### src/rtl/counter_load_ctrl.sv
// Load sequencer for a loadable wrap counter: queues {imm, val} requests in an
// in-order FIFO and issues immediate load pulses or deferred wrap-reload values.
module counter_load_ctrl #(
    parameter int W     = 4,
    parameter int DEPTH = 4
) (
    input  logic                     clk,
    input  logic                     reset,
    input  logic                     req_valid_i,
    output logic                     req_ready_o,
    input  logic [W-1:0]             req_val_i,
    input  logic                     req_imm_i,
    input  logic                     flush_i,
    input  logic [W-1:0]             count_i,
    output logic                     load_o,
    output logic [W-1:0]             load_val_o,
    output logic [$clog2(DEPTH):0]   fifo_level_o,
    output logic                     busy_o
);

    localparam int AW = $clog2(DEPTH);
    localparam int LW = AW + 1;
    localparam logic [LW-1:0] FULL_LEVEL = LW'(DEPTH);
    // Count value one step before the natural wrap (all ones minus one).
    localparam logic [W-1:0]  ARM_COUNT  = {{(W-1){1'b1}}, 1'b0};

    typedef enum logic [1:0] {
        IDLE,
        ISSUE,
        ARMED
    } state_t;

    typedef struct packed {
        logic         imm;
        logic [W-1:0] val;
    } entry_t;

    entry_t         mem [DEPTH];
    logic [AW-1:0]  wr_ptr;
    logic [AW-1:0]  rd_ptr;
    logic [LW-1:0]  level;
    state_t         state;

    entry_t         head;
    logic           fifo_empty;
    logic           fifo_full;
    logic           push;
    logic           pop;

    assign head        = mem[rd_ptr];
    assign fifo_empty  = (level == '0);
    assign fifo_full   = (level == FULL_LEVEL);

    // Ready depends only on the registered level, so a full FIFO refuses a
    // push even when the same cycle pops.
    assign req_ready_o = !fifo_full;
    assign push        = req_valid_i && !fifo_full && !flush_i;

    always_comb begin
        // NOTE: default first so every path assigns pop and no latch is inferred.
        pop = 1'b0;
        if (state == ISSUE) begin
            pop = 1'b1;
        end else if (state == ARMED && count_i == ARM_COUNT) begin
            pop = 1'b1;
        end
    end

    // NOTE: storage is not reset; level and pointers alone define validity.
    always_ff @(posedge clk) begin
        if (push) begin
            mem[wr_ptr] <= '{imm: req_imm_i, val: req_val_i};
        end
    end

    always_ff @(posedge clk or negedge reset) begin
        if (!reset) begin
            wr_ptr <= '0;
            rd_ptr <= '0;
            level  <= '0;
        end else if (flush_i) begin
            wr_ptr <= '0;
            rd_ptr <= '0;
            level  <= '0;
        end else begin
            if (push) begin
                wr_ptr <= wr_ptr + AW'(1);
            end
            if (pop) begin
                rd_ptr <= rd_ptr + AW'(1);
            end
            case ({push, pop})
                2'b10:   level <= level + LW'(1);
                2'b01:   level <= level - LW'(1);
                default: level <= level;
            endcase
        end
    end

    // Sequencer: load_o is a one-cycle pulse; load_val_o holds the last popped
    // value so it doubles as the counter's wrap-reload value.
    always_ff @(posedge clk or negedge reset) begin
        if (!reset) begin
            state      <= IDLE;
            load_o     <= 1'b0;
            load_val_o <= '0;
        end else begin
            load_o <= 1'b0;
            case (state)
                IDLE: begin
                    if (!fifo_empty) begin
                        state <= head.imm ? ISSUE : ARMED;
                    end
                end
                ISSUE: begin
                    load_o     <= 1'b1;
                    load_val_o <= head.val;
                    state      <= IDLE;
                end
                ARMED: begin
                    if (count_i == ARM_COUNT) begin
                        load_val_o <= head.val;
                        state      <= IDLE;
                    end
                end
                default: state <= IDLE;
            endcase
            // A flush abandons the queue but lets this edge's output update stand.
            if (flush_i) begin
                state <= IDLE;
            end
        end
    end

    assign fifo_level_o = level;
    assign busy_o       = (state != IDLE) || !fifo_empty;

endmodule

### config.mk
export PLATFORM = sky130hd
export DESIGN_NAME = counter_load_ctrl
export DESIGN_NICKNAME = d
export VERILOG_FILES = /design/src/rtl/counter_load_ctrl.sv
export SDC_FILE = /design/constraint.sdc
export NUM_CORES = 1
export LEC_CHECK = 0
export CELL_PAD_IN_SITES_DETAIL_PLACEMENT = 2
export CELL_PAD_IN_SITES_GLOBAL_PLACEMENT = 2
export CORE_AREA = 2 2 70 72
export CTS_CLUSTER_SIZE = 14
export DETAILED_ROUTE_END_ITERATION = 8
export DIE_AREA = 0 0 72 74
export PLACE_DENSITY_LB_ADDON = 0.1
export SKIP_CTS_REPAIR_TIMING = 1
export SLEW_MARGIN = 10
export SYNTH_ARGS = -nofsm -noshare
export SYNTH_HDL_FRONTEND = slang
export SYNTH_SLANG_ARGS = --single-unit
export TNS_END_PERCENT = 50
### constraint.sdc
create_clock -name clk -period 1.8 [get_ports clk]
set_input_delay 0.36 -clock clk [delete_from_list [all_inputs] [get_ports clk]]
set_output_delay 0.36 -clock clk [all_outputs]
set_load 0.01 [all_outputs]
Word level (Yosys, flattened, before mapping)
Memory sizes are Yosys's and may differ from the RTL's. Cells that the tools add are included.

Memories: 1. Bits in registers: 14. RAM bits: 20. Logic and storage cells: 54. Bits of input ports: 13.

Memory list: mem (depth 4, bits a word 5, rd ports 1, clocked after Yosys merged registers in 0, wr ports 1, RTL line 38) `entry_t mem [DEPTH];`.

Muxes and demuxes: 18. Equality and inequality tests: 9. $add $sub $neg: 4. Reductions and logical operators: 16.

Operators with widths (count): two-way mux 2 bit (8); one-hot mux 4 bit (2 select lines) (1); nonzero test 2 bit (4); one-hot mux 3 bit (2 select lines) (1); two-way mux 1 bit (5); adder 2 x 1 -> 2 bit (second input constant) (2); equality test 2 x 1 -> 1 bit (second input constant) (2); equality test 2 bit (second input constant) (2); equality test 4 bit (second input constant) (1); two-way mux 4 bit (1); one-hot mux 2 bit (2 select lines) (1); AND reduction 2 bit (2); adder 3 x 1 -> 3 bit (second input constant) (1); equality test 3 bit (second input constant) (1); logical AND 1 bit (3); zero test 1 bit (3); zero test 3 bit (1); two-way mux 3 bit (1); != test 3 x 2 -> 1 bit (second input constant) (1); != test 3 bit (second input constant) (1); nonzero test 3 bit (1); subtractor 3 x 1 -> 3 bit (second input constant) (1); zero test 2 bit (1); != test 2 x 1 -> 1 bit (second input constant) (1); logical OR 1 bit (1).

Depth between registers and ports, before layout
Word-level depth: 7. Depth in mapped cells: 9. Depth with buffers taken out: 8.

Worst setup path before layout
Ideal clock, no wire load.

Path type: register to register. Start: register level[1] (netlist: fifo_level_o[1]). End: register level[2] (netlist: fifo_level_o[2]). Setup time: 128 ps. Arrival: 1935 ps. Required time: 1672 ps. Cell stages (with the launch flop): 10. Setup slack: -262 ps. Buffers on the path: 1. Cells stage by stage: dfrtp_1 > or3b_1 > buf_6 > nand2_4 > nor2_1 > nor2_1 > fa_1 > a21oi_1 > a22oi_2 > mux2_1.

Cells in the longest elaborated chain, start to end: 7.

Ends and longest elaborated chain: start, declared (RTL line 41) `logic [LW-1:0] level;`; start signal, assigned (RTL line 93) `2'b10: level <= level + LW'(1);`; start signal, assigned (RTL line 94) `2'b01: level <= level - LW'(1);`; start signal, assigned (RTL line 95) `default: level <= level;`; equality test 3 bit (*) (RTL line 52) `assign fifo_full = (level == FULL_LEVEL);`; zero test 1 bit (*); named net req_ready_o (RTL line 10) `output logic req_ready_o,`; logical AND 1 bit (*) (2 in a row) (RTL line 57) `assign push = req_valid_i && !fifo_full && !flush_i;`; equality test 2 x 1 -> 1 bit / equality test 2 bit (equally long branches) (RTL line 92) `case ({push, pop})`; one-hot mux 3 bit (2 select lines) (RTL line 92); two-way mux 3 bit (RTL line 81) `end else if (flush_i) begin`.

The timed path passes the listed nets; every way through them passes the cells marked *. A chain may end at the register's enable or synchronous reset.

Final worst setup path
Start: register level[0] (netlist: fifo_level_o[0]). End: register level[2] (netlist: fifo_level_o[2]).

Cells in the longest elaborated chain, start to end: 7.

Ends and longest elaborated chain (RTL line): equality test 3 bit (52); zero test 1 bit (57); logical AND 1 bit (2 in a row) (57); equality test 2 x 1 -> 1 bit / equality test 2 bit (equally long branches) (92); one-hot mux 3 bit (2 select lines) (92); two-way mux 3 bit (81).

Parallel ways exist; a longest one is shown, timed or not.

==> results list <==
* Status: finished with violations
- The final reports fail on setup timing.
* Complex-gate fraction of the synthesized area: 0.0526
* Final max-slew violation count: 0
- Count of unresolved DRC violations after routing: 0
- In this run the deepest clock path goes through 2 buffers.
* Sequential standard cell area: ~950 um2
- Clock buffer count from CTS: 5
- Number of DRC markers after the initial detailed-route iteration: 34
- Worst Setup Start Kind: flip-flop
* First-pass GRT wire length: 5.95 mm
* Multiplexer share of the synthesized area: 0.127
- Die Area: between 0.005 and 0.006 mm2
- Number of violations of the max-capacitance limit: 0
- Syn_area_per_cell: roughly 15 um2
* Core box area: about 0.0046 mm2
* Kind of critical path: flip-flop to flip-flop
* Count of different cell masters after synthesis: 34
- The path class of the tightest hold or removal check is input port to async pin.
- Pre-Repair DR Iteration Count: 2
* Smallest setup slack after layout: -162 ps
- In this run the worst path has a maximum fanout of 2.
* I/O pin count: 23
- NumNets Final: roughly 170
- Pin count of the biggest net entering global routing: 15
- The detailed router placed around 1000 vias in this run.
* Routability cong.: around 0.7
- Detailed placement finished with a half-perimeter wire length of roughly 2.8 mm.
- Highest clock frequency the design can meet: a little over 500 MHz
- Of the post-synthesis cell area, the dominant cell type holds 0.395.
- In the global route stage, overall resource usage came out at 0.156.
* Row count: 25
- The number of global-route vias before repair was ~1100.
- Synthesis handed over a netlist of slightly below 100 instances.
- Placed instance area: 0.00200 mm2
- After synthesis the netlist holds a flip-flop and latch count of 34.
- The number of nets handed over by synthesis was between 100 and 150.
- XOR/XNOR share of the synthesized area: 0.0222
- Clock transition time at the flip-flop clock pins of the worst setup and hold paths: about 70 ps
- In this run the worst setup path begins at fifo_level_o[0]$_DFFE_PN0P_.
- In this run the clock root is driven by a sky130_fd_sc_hd__clkbuf_8.
* Area Overhead vs Synth: 40.8%
- The total overflow left after global routing is 0.
* Width of the die: 72 um
* Count of filler cells inserted in the layout: roughly 460
* Setup repair after global routing missed its margin: yes
- Transition time at the pin with the least slew margin: just over 300 ps
- Synth Area in Simple Gates: 0.104
* Worst vdd ir: ~0.46 mV
- Vias per cell: 4.81
* Floorplan die height: roughly 74 um
- Utilization after layout: 0.466
* Antenna Cells: 0
- Clock sink count: 34
- Initial core utilization: 0.331
- Setup Slack @ Placement: -449 ps
- Setup violations remaining at the end of the flow were counted as 1.
* Rel. slew slack: 0.798
- The largest total area in the synthesized netlist belongs to sky130_fd_sc_hd__edfxtp_1.
* Tmin final: just under 2000 ps
- At the worst endpoint, the required time is between 1500 and 2000 ps.
* Clock skew after layout: about 4.6 ps
- PwrDens: between 1000 and 1500 mW/mm2
- For this run, the number of Yosys warnings is 0.
- For the worst setup path, the data arrival time is roughly 2100 ps.
* Adder-cell share of the synthesized area: 0.0461
- Synth top area cells: sky130_fd_sc_hd__edfxtp_1, sky130_fd_sc_hd__dfrtp_1, sky130_fd_sc_hd__mux4_2
- Final number of hold-violating endpoints: 0
* Leakage power: ~0.86 nW
- Number of H-tree branching levels: 2
- Type of element capturing the critical path: flip-flop
- Worst reg2reg startpoint: fifo_level_o[0]$_DFFE_PN0P_
- WL final: 3.70 mm
- Setup TNS Final: -162 ps
* Average wire per standard cell: between 15 and 20 um
- Final period util: 1.09
- TritonCTS built the clock tree.
- In the final layout, the share of cells above drive strength 1 is 0.391.
- With fillers left out, the area of the finished cells amounts to ~0.0021 mm2.
- Portion of the post-synthesis area used by sequential elements: 0.625
* Buffers on Ports: 22
- By area, the combinational part of the netlist is dominated by multiplexers.
* Combined area of the multi-input logic cells: ~570 um2
- At the later pin of the worst-skew pair, clock insertion delay measures slightly below 300 ps.
- The initial antenna violation count came to 0.
* Antenna viol nets, final: 0
- The cell area that synthesis handed to floorplanning was about 0.0015 mm2.
flip-flops by register name (all words and copies together) (netlist names):
name,cells
load_val_o,4
fifo_level_o,3
load_o,1
state,2
wr_ptr,2
mem,20
rd_ptr,2
worst paths after layout:
path | end | slack (ps) | depth (start not counted)
worst max-delay path | fifo_level_o[2]$_DFFE_PN0P_ | -160 | 8
worst min-delay path | load_val_o[3]$_DFFE_PN0P_ | 390 | 2
worst max register to register | fifo_level_o[2]$_DFFE_PN0P_ | -160 | 8
worst min register to register | load_val_o[0]$_DFFE_PN0P_ | 510 | 1
max in group asynchronous | fifo_level_o[1]$_DFFE_PN0P_ | 1220 | 2
min in group clk | load_val_o[0]$_DFFE_PN0P_ | 510 | 1
synth_stat cells:
master	count
sky130_fd_sc_hd__mux2_4	1
sky130_fd_sc_hd__nand2b_1	4
sky130_fd_sc_hd__buf_2	1
sky130_fd_sc_hd__nor2b_1	2
sky130_fd_sc_hd__and2_1	4
sky130_fd_sc_hd__mux2i_1	1
sky130_fd_sc_hd__ha_1	4
sky130_fd_sc_hd__buf_6	1
sky130_fd_sc_hd__nand2_1	2
sky130_fd_sc_hd__o21a_1	1
sky130_fd_sc_hd__nand4b_1	1
sky130_fd_sc_hd__mux4_2	5
sky130_fd_sc_hd__a211oi_1	1
sky130_fd_sc_hd__o21ai_4	1
sky130_fd_sc_hd__or3_1	1
sky130_fd_sc_hd__nor2_1	7
sky130_fd_sc_hd__a21oi_1	4
sky130_fd_sc_hd__edfxtp_1	20
sky130_fd_sc_hd__inv_1	4
sky130_fd_sc_hd__a22oi_2	1
sky130_fd_sc_hd__nand2_4	1
sky130_fd_sc_hd__dfrtp_1	14
sky130_fd_sc_hd__xnor2_1	2
sky130_fd_sc_hd__and3_1	1
sky130_fd_sc_hd__mux2_2	4
sky130_fd_sc_hd__mux2_1	1
sky130_fd_sc_hd__xnor2_2	1
sky130_fd_sc_hd__o2111a_1	1
sky130_fd_sc_hd__clkbuf_1	1
sky130_fd_sc_hd__nor3_1	3
sky130_fd_sc_hd__fa_1	1
sky130_fd_sc_hd__nand3_1	1
sky130_fd_sc_hd__or3b_1	1
sky130_fd_sc_hd__o21ai_0	1
critical path, cell delays in order, from the launching register on:
cell	delay, ps
sky130_fd_sc_hd__dfrtp_2	400
sky130_fd_sc_hd__or3b_4	420
sky130_fd_sc_hd__nand2_4	80
sky130_fd_sc_hd__nor2_4	50
sky130_fd_sc_hd__nor2_4	110
sky130_fd_sc_hd__fa_2	240
sky130_fd_sc_hd__a21oi_2	50
sky130_fd_sc_hd__a22oi_2	180
sky130_fd_sc_hd__mux2_4	320
layout make-up:
type	count	share of cell area
repair buffers	52	0.210
flip-flops and latches	34	0.445
well taps	54	0.0315
clock buffers	5	0.0321
inverters	4	0.00701
clock inverters	3	0.00759
multi-input cells	58	0.266
power breakdown:
part | switching (W) | total, W | internal (W) | leakage [nW]
combinational | 0.000505 | 0.00120 | 0.000697 | 0.458
sequential | 0.0000777 | 0.00105 | 0.000970 | 0.361
clock | 0.000283 | 0.000548 | 0.000265 | 0.0416
total | 0.000866 | 0.00280 | 0.00193 | 0.861
logic make-up (layout without fill, tap and decap cells):
kind of cell	after synthesis	after routing
xor+xnor	3	3
compound gates	10	10
simple gates	28	28
buf+inv	7	64
fa+ha+maj	5	5
mux	12	12
flops	34	34
per-layer routing:
layer / vias up / track usage / wire, um
li1: 472 / - / -
met1: 519 / 0.203 / 1580
met2: 14 / 0.251 / 1960
met3: 5 / 0.0420 / 112
met4: 0 / 0.0629 / 49
met5: - / 0 / 0
layout by cell type (no fill, tap or decap), types with 2 or more instances in the layout:
master,n
sky130_fd_sc_hd__a21oi_1,3
sky130_fd_sc_hd__and2_1,4
sky130_fd_sc_hd__buf_4,30
sky130_fd_sc_hd__clkbuf_8,5
sky130_fd_sc_hd__clkdlybuf4s50_1,20
sky130_fd_sc_hd__dfrtp_1,12
sky130_fd_sc_hd__dfrtp_2,2
sky130_fd_sc_hd__dlymetal6s2s_1,2
sky130_fd_sc_hd__edfxtp_1,20
sky130_fd_sc_hd__ha_1,4
sky130_fd_sc_hd__inv_1,4
sky130_fd_sc_hd__mux2_2,4
sky130_fd_sc_hd__mux2_4,2
sky130_fd_sc_hd__mux4_2,5
sky130_fd_sc_hd__nand2_1,2
sky130_fd_sc_hd__nand2b_1,4
sky130_fd_sc_hd__nor2_1,4
sky130_fd_sc_hd__nor2_4,2
sky130_fd_sc_hd__nor2b_1,2
sky130_fd_sc_hd__nor3_1,2
sky130_fd_sc_hd__xnor2_1,2
through the flow:
stage	cells	total power, W	hold WS (ps)
after CTS	208	0.00277	392
after detailed placement	200	0.00222	501
final	210	0.00280	389
after global routing	210	0.00299	397
after global placement	200	0.00218	489
after floorplan	99	0.00163	64.4
No activity file was read; power rests on OpenSTA's default activity.
